**src/rtl/int_normalize_pipe.sv**
```systemverilog
// Purpose     : leading-zero normalizer for wide unsigned accumulator words -> mantissa, shift count, sticky.
// Latency     : 3 cycles (capture, count, shift); one word per cycle sustained.
// Backpressure: valid/ready both sides; bubble-collapsing stages, outReady -> inReady is combinational.
//
// Ports:
//   clock, resetn        rising-edge clock, asynchronous active-low reset
//   inValid/inReady      input handshake; inData is the WIDTH-bit unsigned word
//   outValid/outReady    output handshake
//   outZero              input word was all zeros
//   outLzc               leading-zero count (WIDTH for a zero word)
//   outMant              top OUT_WIDTH bits of the normalized word (MSB set unless zero)
//   outSticky            OR of the bits shifted below the mantissa

package Functions;

    // Ceiling log2, usable in constant expressions.
    function automatic int clog2(input int value);
        int result;
        result = 0;
        while ((64'd1 << result) < 64'(value)) begin
            result = result + 1;
        end
        return result;
    endfunction

endpackage

module int_normalize_pipe #(
    parameter int WIDTH     = 64,
    parameter int OUT_WIDTH = 24
) (
    input  logic                                  clock,
    input  logic                                  resetn,
    input  logic                                  inValid,
    output logic                                  inReady,
    input  logic [WIDTH-1:0]                      inData,
    output logic                                  outValid,
    input  logic                                  outReady,
    output logic                                  outZero,
    output logic [Functions::clog2(WIDTH+1)-1:0]  outLzc,
    output logic [OUT_WIDTH-1:0]                  outMant,
    output logic                                  outSticky
);

    localparam int LZC_BITS = Functions::clog2(WIDTH + 1);

    // ------------------------------------------------------------------
    // Elaboration-time parameter checks
    // ------------------------------------------------------------------
    if (WIDTH < 2 || WIDTH > 1024) begin : g_bad_width
        $error("int_normalize_pipe: WIDTH=%0d outside 2..1024", WIDTH);
    end

    if (OUT_WIDTH < 1 || OUT_WIDTH > WIDTH) begin : g_bad_out_width
        $error("int_normalize_pipe: OUT_WIDTH=%0d outside 1..WIDTH", OUT_WIDTH);
    end

    // ------------------------------------------------------------------
    // Stage state
    // ------------------------------------------------------------------
    logic                 v1;
    logic                 v2;
    logic                 v3;

    logic [WIDTH-1:0]     d1;

    logic [WIDTH-1:0]     d2;
    logic [LZC_BITS-1:0]  lzc2;

    logic                 zero3;
    logic [LZC_BITS-1:0]  lzc3;
    logic [OUT_WIDTH-1:0] mant3;
    logic                 sticky3;

    // ------------------------------------------------------------------
    // Advance chain: a stage may load when it is empty or when the stage
    // after it is moving, so bubbles collapse instead of stalling input.
    // ------------------------------------------------------------------
    logic adv1;
    logic adv2;
    logic adv3;

    assign adv3    = !v3 || outReady;
    assign adv2    = !v2 || adv3;
    assign adv1    = !v1 || adv2;
    assign inReady = adv1;

    // ------------------------------------------------------------------
    // S2 combinational: leading-zero count of the S1 word.
    // Scanning upward lets the highest set bit win; an all-zero word
    // keeps the default of WIDTH.
    // ------------------------------------------------------------------
    logic [LZC_BITS-1:0] lzc1;

    always_comb begin
        lzc1 = LZC_BITS'(WIDTH);
        for (int i = 0; i < WIDTH; i++) begin
            if (d1[i]) begin
                lzc1 = LZC_BITS'(WIDTH - 1 - i);
            end
        end
    end

    // ------------------------------------------------------------------
    // S3 combinational: normalize by the registered count.
    // A zero word has count WIDTH, which shifts everything out and
    // therefore yields mantissa 0 and sticky 0 without special casing.
    // ------------------------------------------------------------------
    logic [WIDTH-1:0]     shifted2;
    logic [OUT_WIDTH-1:0] mant_next;
    logic                 sticky_next;
    logic                 zero_next;

    assign shifted2  = d2 << lzc2;
    assign mant_next = shifted2[WIDTH-1 -: OUT_WIDTH];
    assign zero_next = (lzc2 == LZC_BITS'(WIDTH));

    if (OUT_WIDTH < WIDTH) begin : g_sticky
        assign sticky_next = |shifted2[WIDTH-OUT_WIDTH-1:0];
    end else begin : g_no_sticky
        // Mantissa spans the whole word: nothing can fall below it.
        assign sticky_next = 1'b0;
    end

    // ------------------------------------------------------------------
    // S1: capture
    // ------------------------------------------------------------------
    always_ff @(posedge clock or negedge resetn) begin
        if (!resetn) begin
            v1 <= 1'b0;
            d1 <= '0;
        end else if (adv1) begin
            v1 <= inValid;
            if (inValid) begin
                d1 <= inData;
            end
        end
    end

    // ------------------------------------------------------------------
    // S2: count
    // ------------------------------------------------------------------
    always_ff @(posedge clock or negedge resetn) begin
        if (!resetn) begin
            v2   <= 1'b0;
            d2   <= '0;
            lzc2 <= '0;
        end else if (adv2) begin
            v2 <= v1;
            if (v1) begin
                d2   <= d1;
                lzc2 <= lzc1;
            end
        end
    end

    // ------------------------------------------------------------------
    // S3: shift and present
    // ------------------------------------------------------------------
    always_ff @(posedge clock or negedge resetn) begin
        if (!resetn) begin
            v3      <= 1'b0;
            zero3   <= 1'b0;
            lzc3    <= '0;
            mant3   <= '0;
            sticky3 <= 1'b0;
        end else if (adv3) begin
            v3 <= v2;
            if (v2) begin
                zero3   <= zero_next;
                lzc3    <= lzc2;
                mant3   <= mant_next;
                sticky3 <= sticky_next;
            end
        end
    end

    assign outValid  = v3;
    assign outZero   = zero3;
    assign outLzc    = lzc3;
    assign outMant   = mant3;
    assign outSticky = sticky3;

endmodule

```
**config.mk**
```make
export PLATFORM = sky130hd
export DESIGN_NAME = int_normalize_pipe
export DESIGN_NICKNAME = d
export VERILOG_FILES = /design/src/rtl/int_normalize_pipe.sv
export SDC_FILE = /design/constraint.sdc
export NUM_CORES = 1
export LEC_CHECK = 0
export ABC_AREA = 0
export CORE_ASPECT_RATIO = 2
export CORE_MARGIN = 2
export CORE_UTILIZATION = 55
export CTS_BUF_LIST = sky130_fd_sc_hd__clkbuf_4
export DETAILED_ROUTE_END_ITERATION = 8
export GPL_ROUTABILITY_DRIVEN = 0
export GPL_TIMING_DRIVEN = 0
export PLACE_DENSITY = 0.77
export SLEW_MARGIN = 20
export SYNTH_ARGS = -nofsm -noshare
export SYNTH_HDL_FRONTEND = slang
export SYNTH_SLANG_ARGS = --single-unit
```
**constraint.sdc**
```tcl
create_clock -name clock -period 5.2 [get_ports clock]
set_input_delay 0.78 -clock clock [delete_from_list [all_inputs] [get_ports clock]]
set_output_delay 0.78 -clock clock [all_outputs]
set_load 0.05 [all_outputs]
```
# Word-level counts from Yosys, hierarchy flattened
# Index checks and enable logic that the tools add are counted.
[op_classes] n_eq_ne=1 shifts=1 n_mux=64 reduce_logical=10
[ops] op="$mux 7" count=64
[ops] op="$shl 64x7->64" count=1
[ops] op="$reduce_or 40->1" count=1
[ops] op="$eq 7x7->1 const B" count=1
[ops] op="$reduce_and 2->1" count=3
[ops] op="$logic_not 1->1" count=3
[ops] op="$logic_or 1x1->1" count=3
[totals] regBits=171 input_bits=68 out_inout_bits=35 elab_cells=86

# Depth between registers and ports, before layout
[logic_depth] ltp_word=64 depth_mapped=13

# Worst setup path before layout
# No wires, ideal clock.
[synth_path] path_kind="register to register" from="reg lzc2[1]" to="reg sticky3, in the netlist outSticky" setup_ns=0.127 arrival_ns=2.564 path_slack_ns=2.509 path_stages_with_launch=13 path_buffers=4 period_less_slack_ns=2.691 path_cell_list="dfrtp_1 > buf_6 > buf_12 > buf_12 > buf_6 > mux4_2 > and2_1 > a211o_1 > a221o_1 > nor4_1 > nand3_1 > o31ai_1 > a21oi_1"
[synth_between] elab_chain_cells=2
[synth_rtl] item="start, declared" line_no="68" source="logic [LZC_BITS-1:0] lzc2;"
[synth_rtl] item="start signal, assigned" line_no="152" source="lzc2 <= lzc1;"
[synth_rtl] item="$shl 64x7->64" line_no="114" source="assign shifted2 = d2 << lzc2;"
[synth_rtl] item="$reduce_or 40->1" line_no="119" source="assign sticky_next = |shifted2[WIDTH-OUT_WIDTH-1:0];"
[synth_rtl] item="end signal, assigned" line_no="173" source="sticky3 <= sticky_next;"
[synth_rtl] item="end, declared" line_no="73" source="logic sticky3;"
# Every way passes these cells.
# A chain may end at the register's enable or synchronous reset.

# Worst setup path after layout
[layout_path] from="reg lzc2[2]" to="reg sticky3, in the netlist outSticky"
# Same word-level chain as after synthesis.

==> results.md <==
- Status: complete, no violations
- Clock latency on the worst-skew pair: around 650 ps
- Dominant synthesized flop cell: dfrtp_1
- CTS H-tree lvls: 4
- Iteration-0 DRC Markers: around 1k
- Hold/Removal Path Class: input port to asynchronous set/reset pin
- Post-Place Cells: ~1.4k
- Share of layout cells above drive strength 1: 0.2279
- Resized cells post-CTS: 0
- Crit. End Element: register
- GRT Overall Usage: 0.3424
- F_max: roughly 0.22 GHz
- Comb pwr share: 0.538
- Yosys cell types: 75
- Mux cell area share after synthesis: 0.3396
- Postcts setup bufs: 0
- Die area: ~22,000 um^2
- CTS Sinks: about 170
- Arrival @ worst endpoint: 5090 ps
- Width of the die: ~110 um
- Net Count, Synth: 1,132
- Core region area: 20,830 um^2
- Max Cap Viol: 0
- Grt ovf: 0
- Clock buffer count from CTS: 17
- CTS tree: built
- Via count: between 9k and 10k
- Pint: between 3 and 4 mW
- CP Launch Type: register
- Yosys reg bits: approximately 170
- Switching part of the total power: 0.4471
- Largest net degree at the start of global routing: around 110
- Area fraction in compound gates after synthesis: 0.1251
- Cell row count: 75
- Sw Pwr: between 2 and 3 mW
- RSZ-0062 raised after global routing: no
- Die H: between 200 and 250 um
- Hold Vio Cnt, Final: 0
- XOR/XNOR share of the synthesized area: 0
- Leakage: 5.270 nW
- PortBufs: around 100
- Fin crit share: 0.8825
- Hpwl dp: between 20,000 and 30,000 um
- Final-stage net count: ~1.3k
- Synth Instances: between 1k and 1.5k
- Seq/Total Area, Yosys: 0.3705
- CP Class: register to register
- Clk_skew: approximately 35 ps
- Slew HR: 0.3273
- Clock Power Share: 0.129
- Tightest Pin Transition: between 900 and 1000 ps
- Post-layout minimum cycle time: 4589 ps
- Power density over the cells: approximately 460 nW/um^2
- Synth Area per Inst: around 11 um^2
- Max Slew Vio Count: 0
- Vias per cell: between 6 and 7
- Drt pass-1 iters: 7
- Simple-gate area share of the yosys netlist: 0.1128
- Final setup vio count: 0
- Max Buffers Root-to-Sink: 2
- Synth Cell Area: around 12,000 um^2
- Detailed Route WL: 36,410 um
- Io pins: approximately 100
- Non-Filler Instances: between 1k and 1.5k
- Area Growth Syn to Fin: 14.44%
- Wire per inst: 24.80 um
- Clock transition at path regs: between 150 and 200 ps
- Final ANT Viol Nets: 0
- Adder-cell area share of the yosys netlist: 0
- Initial Utilization: 0.5544
- Synth warn: 0
- Initial antenna violation count: 1
- Hold slack: about 75 ps
- Seq pwr share: 0.334
- Maximum resistive drop on vdd: approximately 290 uV
- Most frequent cells in the layout: dfrtp_1 (171), mux2_2 (135), nand2_1 (109), clkdlybuf4s50_1 (101), mux2i_1 (84)
- Critical Path RT: roughly 5700 ps
- Post-route DRC: 0
- Number of hold buffers added after cts: 0
- Vias in the first global route: about 9.9k
- Largest family of logic cells by synthesized area: multiplexers
- Post-synth ARST share: 1.000
- First-pass GRT wire length: around 56,000 um
- Root Driver: clkbuf_4
- Crit path max fanout: 10
- Most common cell after layout, fill and taps aside: dfrtp_1
- Post-synth EDFFs: 0
==> final cells by class <==
cell class | instances | area [um^2]
Antenna cell | 1 | 2.502
Buffer | 78 | 518.0
Clock buffer | 18 | 135.1
Clock inverter | 13 | 140.1
Fill cell | 1694 | 7615
Inverter | 22 | 82.58
Multi-Input combinational cell | 793 | 6670
Sequential cell | 171 | 4279
Tap cell | 269 | 336.6
Timing Repair Buffer | 103 | 1054
==> cell families after synthesis <==
kind of cell / Yosys count
AND/OR/NAND/NOR: 284
flip-flops: 171
buffers and inverters: 100
AO/OA/AOI/OAI: 220
multiplexers: 289
==> layer usage <==
metal | global-route usage | vias to the layer above | wire length (um)
met3 | 0.08546 | 241 | 2757
met4 | 0.3094 | 0 | 3847
met2 | 0.5694 | 606 | 18280
met5 | 0 | - | 0
met1 | 0.3462 | 4740 | 11520
li1 | - | 4279 | -
==> power by group through the flow <==
stage	combinational, mW	sequential [mW]	clock [mW]
floorplan	1.93	2.24	0
global placement	3.09	2.01	0
detailed placement	3.14	2.04	0
CTS	3.16	2.01	0.797
global route	3.45	2.06	0.842
finish	3.27	2.03	0.781
==> synth_stat cells, types with 6 or more instances <==
library cell	instances	area [um^2]
o21ai_1	9	45.04
clkbuf_8	11	151.4
nand3_1	15	75.07
nand2b_1	8	50.05
a22oi_1	7	52.55
clkbuf_1	39	146.4
o22ai_1	8	50.05
o21ai_0	51	255.2
inv_1	19	71.32
mux2i_1	84	840.8
buf_1	8	30.03
a31oi_1	10	62.56
a21oi_1	45	225.2
nor2_1	80	300.3
o31ai_1	11	82.58
buf_6	6	67.56
mux2_2	135	1520
nand2_1	109	409.1
mux4_2	62	1396
a211oi_1	17	127.6
dfrtp_1	171	4279
nor2b_1	7	43.79
buf_2	8	40.04
and2_1	7	43.79
nor3_1	13	65.06
nor4_1	15	93.84
a22o_1	24	210.2
==> worst paths after layout <==
| path | from | end | slack, ps | cells past startpoint |
|---|---|---|---|---|
| min in group clock | outMant[14]$_DFFE_PN0P_ | outMant[14]$_DFFE_PN0P_ | 500 | 2 |
| worst max register to register | lzc2[2]$_DFFE_PN0P_ | outSticky$_DFFE_PN0P_ | 610 | 9 |
| max in group asynchronous | resetn | d1[45]$_DFFE_PN0P_ | 4210 | 2 |
| worst max-delay path | lzc2[2]$_DFFE_PN0P_ | outSticky$_DFFE_PN0P_ | 610 | 9 |
| worst min-delay path | resetn | d2[18]$_DFFE_PN0P_ | 70 | 1 |
| worst min register to register | outMant[14]$_DFFE_PN0P_ | outMant[14]$_DFFE_PN0P_ | 500 | 2 |
==> critical path: stages (launching register included) <==
cell	delay, ps
dfrtp_1	350
clkbuf_1	440
buf_1	680
clkbuf_8	360
clkbuf_1	550
o21ai_0	200
nor4b_1	890
a31oi_1	190
o31ai_1	610
a21oi_1	150
==> metrics by stage <==
stage | utilization | total power, mW | setup WS (ps) | cell area [um^2] | setup TNS [ps]
6_report | 0.6345 | 6.074 | 610.9 | 13220 | 0
5_1_grt | 0.6345 | 6.353 | 476.4 | 13220 | 0
4_1_cts | 0.6344 | 5.960 | 1247 | 13220 | 0
3_5_place_dp | 0.6211 | 5.181 | 1268 | 12940 | 0
3_3_place_gp | 0.6196 | 5.109 | -3392 | 12910 | -577030
2_1_floorplan | - | 4.170 | 2509 | 11550 | 0
==> flip-flops by register name, summed over array words and instances, names as in the netlist <==
name       count
d1            64
outValid       1
v1             1
outLzc         7
outSticky      1
outZero        1
lzc2           7
d2            64
v2             1
outMant       24
Power figures use the tool's default switching activity.
==> variant: new RTL, same settings <==
Make the reset (`resetn`) synchronous in 3 clocked blocks. Comments in the files are not updated.
--- a/src/rtl/int_normalize_pipe.sv
+++ b/src/rtl/int_normalize_pipe.sv
@@ -126,5 +126,5 @@
     // S1: capture
     // ------------------------------------------------------------------
-    always_ff @(posedge clock or negedge resetn) begin
+    always_ff @(posedge clock) begin
         if (!resetn) begin
             v1 <= 1'b0;
@@ -141,5 +141,5 @@
     // S2: count
     // ------------------------------------------------------------------
-    always_ff @(posedge clock or negedge resetn) begin
+    always_ff @(posedge clock) begin
         if (!resetn) begin
             v2   <= 1'b0;
@@ -158,5 +158,5 @@
     // S3: shift and present
     // ------------------------------------------------------------------
-    always_ff @(posedge clock or negedge resetn) begin
+    always_ff @(posedge clock) begin
         if (!resetn) begin
             v3      <= 1'b0;
Function: differs if resetn is asserted again (counterexample within 4 cycles, from zero or initial values and one cycle with resetn low); with resetn held inactive, the same outputs for 4 cycles.
==> variant against the original RTL <==
- routed wire length grew 9.5%
- non-clock buffer count grew 33
- core utilization grew 0.57 points
- via count grew 16%
- sequential cell count is the same
- critical path depth grew 3
- area after synthesis shrank 2.0%
- setup slack gained 1.1 ns
- highest routed layer unchanged
- cell area shrank 1.8%
- die area shrank 1.9%
Power is not compared: it rests on default switching activity, and its combinational part moved more than twofold at a synthesized area within 25%.
==> variant: results (changes against the original RTL) <==
drt first pass iters=6 (-1); most frequent cells after synthesis=nand2_1 (402), dfxtp_1 (171), a21boi_0 (141), nor2_1 (84), mux4_2 (77); Detailed Route WL=39.9 mm (+9.5%); FILL cells=1764 (+4.1%); PostCTS Resize Cnt=0 (unchanged); hold path depth=2; nets=1580 (+26%); crit-path max cell delay=0.62 ns (-0.27 ns); Syn Nets=1457 (+29%); Leak Pwr=4.47 nW; Hold Buf Count CTS=0 (unchanged); Yosys warning count=0 (unchanged); 1st-iter DRT viols=1034 (+2.9%); Top FF cell, synth=dfxtp_1; Tightest Pin Transition=1.04 ns (+0.0490 ns); sw power=990 uW; IO buf count=102 (unchanged); outcome=finished clean; Seq/Total Area, Yosys=0.302 (-0.0681); unique cell type count in the Yosys netlist=65 (-13%); clock share of power=0.278; Detailed Place HPWL=30.3 mm (+8.2%); largest cells by area after synthesis=dfxtp_1 (30%), mux4_2 (15%), nand2_1 (13%); Max VDD drop=0.218 mV; fraction of registers with async set/reset=0 (-1.00); Worst R2R Path Depth=12 (+3); Root Buffer=clkbuf_4; Tot GR Track Use=0.381 (+0.0387); H-tree depth=4 (unchanged); clock-pin transition on the worst setup and hold timing paths=0.19 ns (+0.03 ns); Skew-Pair Late Insertion Delay=0.68 ns (+0.03 ns); reg2reg setup slack=1.67 ns (+1.06 ns); initial antenna violation count=1 (unchanged); Post-CTS Setup Bufs=0 (unchanged); Num CTS Buffers=17 (unchanged); hold_ws=0.468 ns (+0.393 ns); CTS max path bufs=2 (unchanged); number of global-route vias before repair=11056 (+12%); share of cells above drive strength 1=0.116 (-0.112); Finish-stage setup viols=0 (unchanged); Hold Crit Class=reg2reg; drt via density=6.37 (-5.3%); largest net degree at the start of global routing=18 (-83%); Crit-path slowest cell=buf_1; worst clock skew=0.0446 ns (+0.00970 ns); first-pass GRT wire length=61.8 mm (+9.4%)
==> variant: worst max-delay path, delay by kind of cell, from the launching register on <==
kind	cells	cell delay (ns)
buf+inv	5	1.44
compound gates	4	0.86
simple gates	3	0.80
flops	1	0.34
==> variant: path summary, 6_finish.rpt <==
| path | from | end |
|---|---|---|
| setup / recovery | lzc2[2] | outSticky |
| hold / removal | outMant[18] | outMant[18] |
| setup reg to reg | lzc2[2] | outSticky |
| hold reg to reg | outMant[18] | outMant[18] |
==> variant: cell families after synthesis <==
family	after synthesis	synth area share
DFF	171	0.302
buffers and inverters	136	0.0524
muxes	144	0.215
and+or+nand+nor	582	0.213
AOI/OAI and AO/OA	356	0.217
==> variant: layer usage <==
metal / GRT usage / vias up / share of wire
met5: 0 / - / 0
met4: 0.344 / 0 / 0.11
met3: 0.116 / 287 / 0.087
met2: 0.641 / 748 / 0.49
met1: 0.373 / 5153 / 0.32
li1: - / 5221 / -
==> variant: through the flow <==
stage	std cells	util	cell area, um2	setup WS (ns)
after floorplan	1389	-	11300	2.72
after global routing	1792	0.640	13000	1.39
after global placement	1757	0.625	12700	1.51
final	1792	0.640	13000	1.67
after detailed placement	1758	0.626	12700	1.53
after CTS	1790	0.640	13000	1.86
==> variant: power by group through the flow <==
stage                     clock (mW)  combinational [mW]  sequential, mW
after detailed placement           0               0.617            1.44
after floorplan                    0               0.399            1.44
after global placement             0               0.609            1.44
after CTS                      0.796               0.619            1.42
final                          0.797               0.647            1.42
after global routing           0.841               0.696            1.43
==> variant: final cells by class <==
class                      count  area share
multi-input combinational   1082       0.563
sequential                   171       0.264
timing repair buffer         104      0.0799
buffer                       110      0.0382
tap                          266      0.0256
clock inverter                15      0.0118
clock buffer                  17     0.00983
inverter                      26     0.00752
antenna                        1    0.000193
